File: src/rtl/digit_serial_pkg.sv
// Shared defaults and state type for the digit-serial datapath
// (also imported by the adder bench).
package digit_serial_pkg;

    localparam int unsigned DIGIT_W_DEF  = 3;
    localparam int unsigned N_DIGITS_DEF = 2;
    localparam int unsigned GAP_DEF      = 0;

    typedef enum logic [1:0] {
        ST_IDLE  = 2'd0,
        ST_SHIFT = 2'd1,
        ST_GAP   = 2'd2
    } ser_state_t;

    // Counter width for a modulus of n, never narrower than one bit.
    function automatic int unsigned cnt_width(input int unsigned n);
        return (n > 1) ? $clog2(n) : 1;
    endfunction

endpackage

File: src/rtl/digit_shift_reg.sv
// Operand holding register: captures an N-digit word, emits it one
// registered digit per shift, least-significant digit first.
module digit_shift_reg
    import digit_serial_pkg::*;
#(
    parameter int unsigned W = DIGIT_W_DEF,
    parameter int unsigned N = N_DIGITS_DEF
) (
    input  logic           clk,
    input  logic           reset,
    input  logic           load_i,
    input  logic           shift_i,
    input  logic [N*W-1:0] par_i,
    output logic [W-1:0]   digit_o
);

    logic [N*W-1:0] rest_q, rest_d;
    logic [W-1:0]   digit_q, digit_d;

    // The digit register is cleared on any cycle that neither loads nor
    // shifts, so the output is zero whenever no digit is live.
    always_comb begin
        rest_d  = rest_q;
        digit_d = '0;
        if (load_i) begin
            digit_d = par_i[W-1:0];
            rest_d  = par_i >> W;
        end else if (shift_i) begin
            digit_d = rest_q[W-1:0];
            rest_d  = rest_q >> W;
        end
    end

    always_ff @(posedge clk or posedge reset) begin
        if (reset) begin
            rest_q  <= '0;
            digit_q <= '0;
        end else begin
            rest_q  <= rest_d;
            digit_q <= digit_d;
        end
    end

    assign digit_o = digit_q;

endmodule

File: src/rtl/digit_serializer.sv
// Parallel-to-serial converter feeding a digit-serial adder: one operand
// pair in, N registered digit pairs out with first/last markers.
module digit_serializer
    import digit_serial_pkg::*;
#(
    parameter int unsigned W = DIGIT_W_DEF,
    parameter int unsigned N = N_DIGITS_DEF,
    parameter int unsigned G = GAP_DEF
) (
    input  logic           clk,
    input  logic           reset,
    input  logic           in_valid,
    output logic           in_ready,
    input  logic [N*W-1:0] in_a,
    input  logic [N*W-1:0] in_b,
    output logic [W-1:0]   a,
    output logic [W-1:0]   b,
    output logic           digit_valid,
    output logic           first_digit,
    output logic           last_digit
);

    localparam int unsigned    CW       = cnt_width(N);
    localparam int unsigned    GW       = cnt_width(G);
    localparam logic [CW-1:0]  CNT_LAST = CW'(N - 1);
    localparam logic [GW-1:0]  GAP_LAST = GW'((G > 0) ? (G - 1) : 0);

    ser_state_t    state_q, state_d;
    logic [CW-1:0] cnt_q, cnt_d;
    logic [GW-1:0] gap_q, gap_d;
    logic          rdy_q, rdy_d;
    logic          dv_q, dv_d;
    logic          first_q, first_d;
    logic          last_q, last_d;
    logic          xfer, load, shift;

    assign xfer = in_valid & rdy_q;

    always_comb begin
        state_d = state_q;
        cnt_d   = cnt_q;
        gap_d   = gap_q;
        load    = 1'b0;
        shift   = 1'b0;
        unique case (state_q)
            ST_IDLE: begin
                if (xfer) begin
                    state_d = ST_SHIFT;
                    cnt_d   = '0;
                    load    = 1'b1;
                end
            end
            ST_SHIFT: begin
                if (cnt_q == CNT_LAST) begin
                    // A transfer here is only possible with G=0: rdy_q is low otherwise.
                    if (xfer) begin
                        cnt_d = '0;
                        load  = 1'b1;
                    end else if (G > 0) begin
                        state_d = ST_GAP;
                        gap_d   = '0;
                    end else begin
                        state_d = ST_IDLE;
                    end
                end else begin
                    cnt_d = cnt_q + 1'b1;
                    shift = 1'b1;
                end
            end
            ST_GAP: begin
                if (gap_q == GAP_LAST) begin
                    state_d = ST_IDLE;
                end else begin
                    gap_d = gap_q + 1'b1;
                end
            end
            default: state_d = ST_IDLE;
        endcase

        // Outputs are registered from next-state so they line up with the digits.
        dv_d    = (state_d == ST_SHIFT);
        first_d = dv_d && (cnt_d == '0);
        last_d  = dv_d && (cnt_d == CNT_LAST);
        rdy_d   = (state_d == ST_IDLE) || ((G == 0) && last_d);
    end

    always_ff @(posedge clk or posedge reset) begin
        if (reset) begin
            state_q <= ST_IDLE;
            cnt_q   <= '0;
            gap_q   <= '0;
            rdy_q   <= 1'b0;
            dv_q    <= 1'b0;
            first_q <= 1'b0;
            last_q  <= 1'b0;
        end else begin
            state_q <= state_d;
            cnt_q   <= cnt_d;
            gap_q   <= gap_d;
            rdy_q   <= rdy_d;
            dv_q    <= dv_d;
            first_q <= first_d;
            last_q  <= last_d;
        end
    end

    digit_shift_reg #(.W(W), .N(N)) u_sr_a (
        .clk     (clk),
        .reset   (reset),
        .load_i  (load),
        .shift_i (shift),
        .par_i   (in_a),
        .digit_o (a)
    );

    digit_shift_reg #(.W(W), .N(N)) u_sr_b (
        .clk     (clk),
        .reset   (reset),
        .load_i  (load),
        .shift_i (shift),
        .par_i   (in_b),
        .digit_o (b)
    );

    assign in_ready    = rdy_q;
    assign digit_valid = dv_q;
    assign first_digit = first_q;
    assign last_digit  = last_q;

    p_quiet_when_idle: assert property (@(posedge clk) disable iff (reset)
        !digit_valid |-> (a == '0 && b == '0 && !first_digit && !last_digit));

    p_no_ready_in_gap: assert property (@(posedge clk) disable iff (reset)
        (state_q == ST_GAP) |-> !in_ready);

endmodule

File: config.mk
export PLATFORM = sky130hd
export DESIGN_NAME = digit_serializer
export DESIGN_NICKNAME = d
export VERILOG_FILES = /design/src/rtl/digit_serial_pkg.sv /design/src/rtl/digit_shift_reg.sv /design/src/rtl/digit_serializer.sv
export SDC_FILE = /design/constraint.sdc
export NUM_CORES = 1
export LEC_CHECK = 0
export ABC_AREA = 1
export CORE_MARGIN = 1.5
export CORE_UTILIZATION = 44
export DETAILED_ROUTE_END_ITERATION = 6
export PLACE_DENSITY = 0.76
export SYNTH_ARGS = -nofsm -noshare
export SYNTH_HDL_FRONTEND = slang
export SYNTH_SLANG_ARGS = --single-unit
File: constraint.sdc
create_clock -name clk -period 1.11 [get_ports clk]
set_input_delay 0.111 -clock clk [delete_from_list [all_inputs] [get_ports clk]]
set_output_delay 0.111 -clock clk [all_outputs]
set_load 0.02 [all_outputs]
==> flow_metrics.env <==
export IMPL_status="complete, no violations"
export IMPL_n_fill_cell=140
export IMPL_worst_hold_slack_ns=0.130
export IMPL_drt_pass1_iter_count=4
export IMPL_synthXorXnorAreaFrac_pct=0
export IMPL_netlist_area_um2=797
export IMPL_final_cell_mix="22 x nand2_1, 19 x dfrtp_1, 14 x clkdlybuf4s50_1"
export IMPL_synth_top_family_by_area="simple AND/OR/NAND/NOR gates"
export IMPL_ctsHtreeMaxLevel=1
export IMPL_cp_top_family="flip-flops"
export IMPL_skew_ns=0.00376
export IMPL_synth_area_per_cell_um2=11.1
export IMPL_seq_area_um2=475
export IMPL_floorplan_die_height_um=45.6
export IMPL_setup_ws_ns=0.0477
export IMPL_setup_viol=0
export IMPL_port_buffers=24
export IMPL_row_count=15
export IMPL_critical_path_buf_inv_count=1
export IMPL_critPathMaxFanout=1
export IMPL_cts_root_buf="clkbuf_4"
export IMPL_die_area_um2=2080
export IMPL_synthToLayoutAreaGrowth_pct=38.6
export IMPL_cts_buffers=3
export IMPL_hold_path_class="in -> async"
export IMPL_antenna_found_initial=0
export IMPL_critPathMaxStageDelay_ns=0.38
export IMPL_finish_net_count=120
export IMPL_clk_latency_ns=0.28
export IMPL_finalCritPeriodShare_pct=95.7
export IMPL_leakage_nw=0.551
export IMPL_dp_cells=124
export IMPL_dp_final_hpwl_um=1050
export IMPL_synth_seq_cells=19
export IMPL_wirelength_um=1350
export IMPL_synth_cell_type_count=12
export IMPL_grt_first_pass_wirelength_um=2210
export IMPL_routabilityCongestion=0.726
export IMPL_clk_path_buf_depth=2
export IMPL_cts_sinks=19
export IMPL_yosysSeqAreaShare_pct=59.7
export IMPL_vias=567
export IMPL_yosys_area_share_simple_pct=34.1
export IMPL_grt_max_degree=20
export IMPL_rsz0062_at_grt="no"
export IMPL_muxShareOfSynthArea_pct=0
export IMPL_fin_crit_ns=1.06
export IMPL_worstPathArrival_ns=0.95
export IMPL_antenna_left=0
export IMPL_diodes=0
export IMPL_ios=25
export IMPL_wire_per_inst_um=10.5
export IMPL_cts_hold_fix_buffers=0
export IMPL_yosys_area_share_adder_pct=0
export IMPL_instances_no_fill=129
export IMPL_grt_use_total_pct=15.2
export IMPL_power_density_nw_per_um2=1380
export IMPL_cap_violations=0
export IMPL_grt_pass1_vias=493
export IMPL_post_place_ws_ns=-0.0907
export IMPL_globalRouteOverflowTotal=0
export IMPL_vdd_ir_drop_max_v=0.000822
export IMPL_worstPathCellList="clkdlybuf4s15_1"
export IMPL_drtIter0Drc=9
export IMPL_post_route_drc_count=0
export IMPL_synth_warnings=0
export IMPL_max_freq_ghz=0.941
export IMPL_clk_pin_slew_ns=0.10
export IMPL_coreArea_um2=1710
export IMPL_hold_violations=0
export IMPL_syn_num_nets=87
export IMPL_synth_compound_area_share_pct=0.628
export IMPL_drive_gt1_share_pct=27.9
export IMPL_viasPerCell=4.40
export IMPL_final_common_cell="nand2_1"
export IMPL_cts_tree="built"
export IMPL_endpoint_kind="output pin"
export IMPL_start_util_pct=46.7
export IMPL_crit_type="reg -> out"
export IMPL_start_kind="register"
export IMPL_critPathSlowestCell="dfrtp_1"
export IMPL_netlist_instances=72
export IMPL_drv_slew=0
export IMPL_worstPathRequired_ns=1.00
export IMPL_die_width_um=45.6
export IMPL_multi_input_comb_area_um2=280
## synth_stat cells
library cell / n / area [um^2]
o21ai_0: 1 / 5.00
nand2_2: 1 / 6.26
nand3_2: 12 / 120
inv_2: 2 / 7.51
buf_6: 1 / 11.3
buf_8: 1 / 15.0
dfrtp_1: 19 / 475
nand3_1: 8 / 40.0
conb_1: 1 / 3.75
nand2_1: 22 / 82.6
inv_1: 2 / 7.51
nor2_4: 2 / 22.5
## flip-flops by register name (all words and copies together) (netlist names)
register and count:
u_sr_b.digit_o 3, first_digit 1, u_sr_a.digit_o 3, u_sr_b.rest_q 3, last_digit 1, in_ready 1, cnt_q 1, u_sr_a.rest_q 3
state_q 2, digit_valid 1
## cell families (layout without fill, tap and decap cells)
group,Yosys count,count (layout)
AO/OA/AOI/OAI,1,1
buffers and inverters,6,38
flip-flops,19,19
other,1,1
AND/OR/NAND/NOR,45,45
## layout make-up
| type | count | area share [%] |
|---|---|---|
| Clock inverter | 1 | 0.453 |
| Inverter | 4 | 1.36 |
| Clock buffer | 3 | 2.04 |
| Sequential cell | 19 | 43.0 |
| Multi-Input combinational cell | 47 | 25.4 |
| Tap cell | 25 | 2.83 |
| Timing Repair Buffer | 30 | 24.9 |
## where the power goes
group	leakage [nW]	total, mW	switching [mW]	internal, mW
Clock	0.0177	0.331	0.198	0.134
Sequential	0.245	0.828	0.0446	0.783
Combinational	0.288	0.362	0.203	0.159
## repair_timing
action                     CTS  global route
gates resized for setup     12            11
setup endpoints to repair   10            10
buffers inserted             0             1
## metrics by stage
| step | power [mW] | setup TNS [ns] | util (%) | area [um^2] |
|---|---|---|---|---|
| floorplan | 1.06 | 0 | - | 797 |
| global placement | 1.21 | -0.544 | 63.2 | 1080 |
| detailed placement | 1.22 | -0.955 | 63.2 | 1080 |
| CTS | 1.52 | 0 | 64.2 | 1100 |
| global route | 1.62 | 0 | 64.7 | 1100 |
| finish | 1.52 | 0 | 64.7 | 1100 |
## worst reg2reg max path: cells and delay by family, from the launching register on
kind / cells / cell delay [ns]
buffers and inverters: 1 / 0.11
DFF: 1 / 0.47
and+or+nand+nor: 3 / 0.34
## final timing paths
kind | from | endpoint | slack, ns | cells after the start
worst max-delay path | u_sr_b.digit_o[1] | b[1] | 0.05 | 1
worst min-delay path | reset | in_ready | 0.13 | 3
worst max register to register | state_q[1] | u_sr_a.rest_q[1] | 0.09 | 4
worst min register to register | u_sr_a.rest_q[0] | u_sr_a.digit_o[0] | 0.49 | 2
max in group asynchronous | reset | u_sr_b.rest_q[0] | 0.79 | 3
min in group clk | in_b[3] | u_sr_b.rest_q[0] | 0.38 | 3
## routing by layer
layer	global-route usage [%]	wire (um)	up-vias
met4	7.06	16	0
met5	0	0	-
met1	19.0	606	259
met2	24.2	680	13
li1	-	-	293
met3	3.97	50	2
No activity file was read; power rests on OpenSTA's default activity.
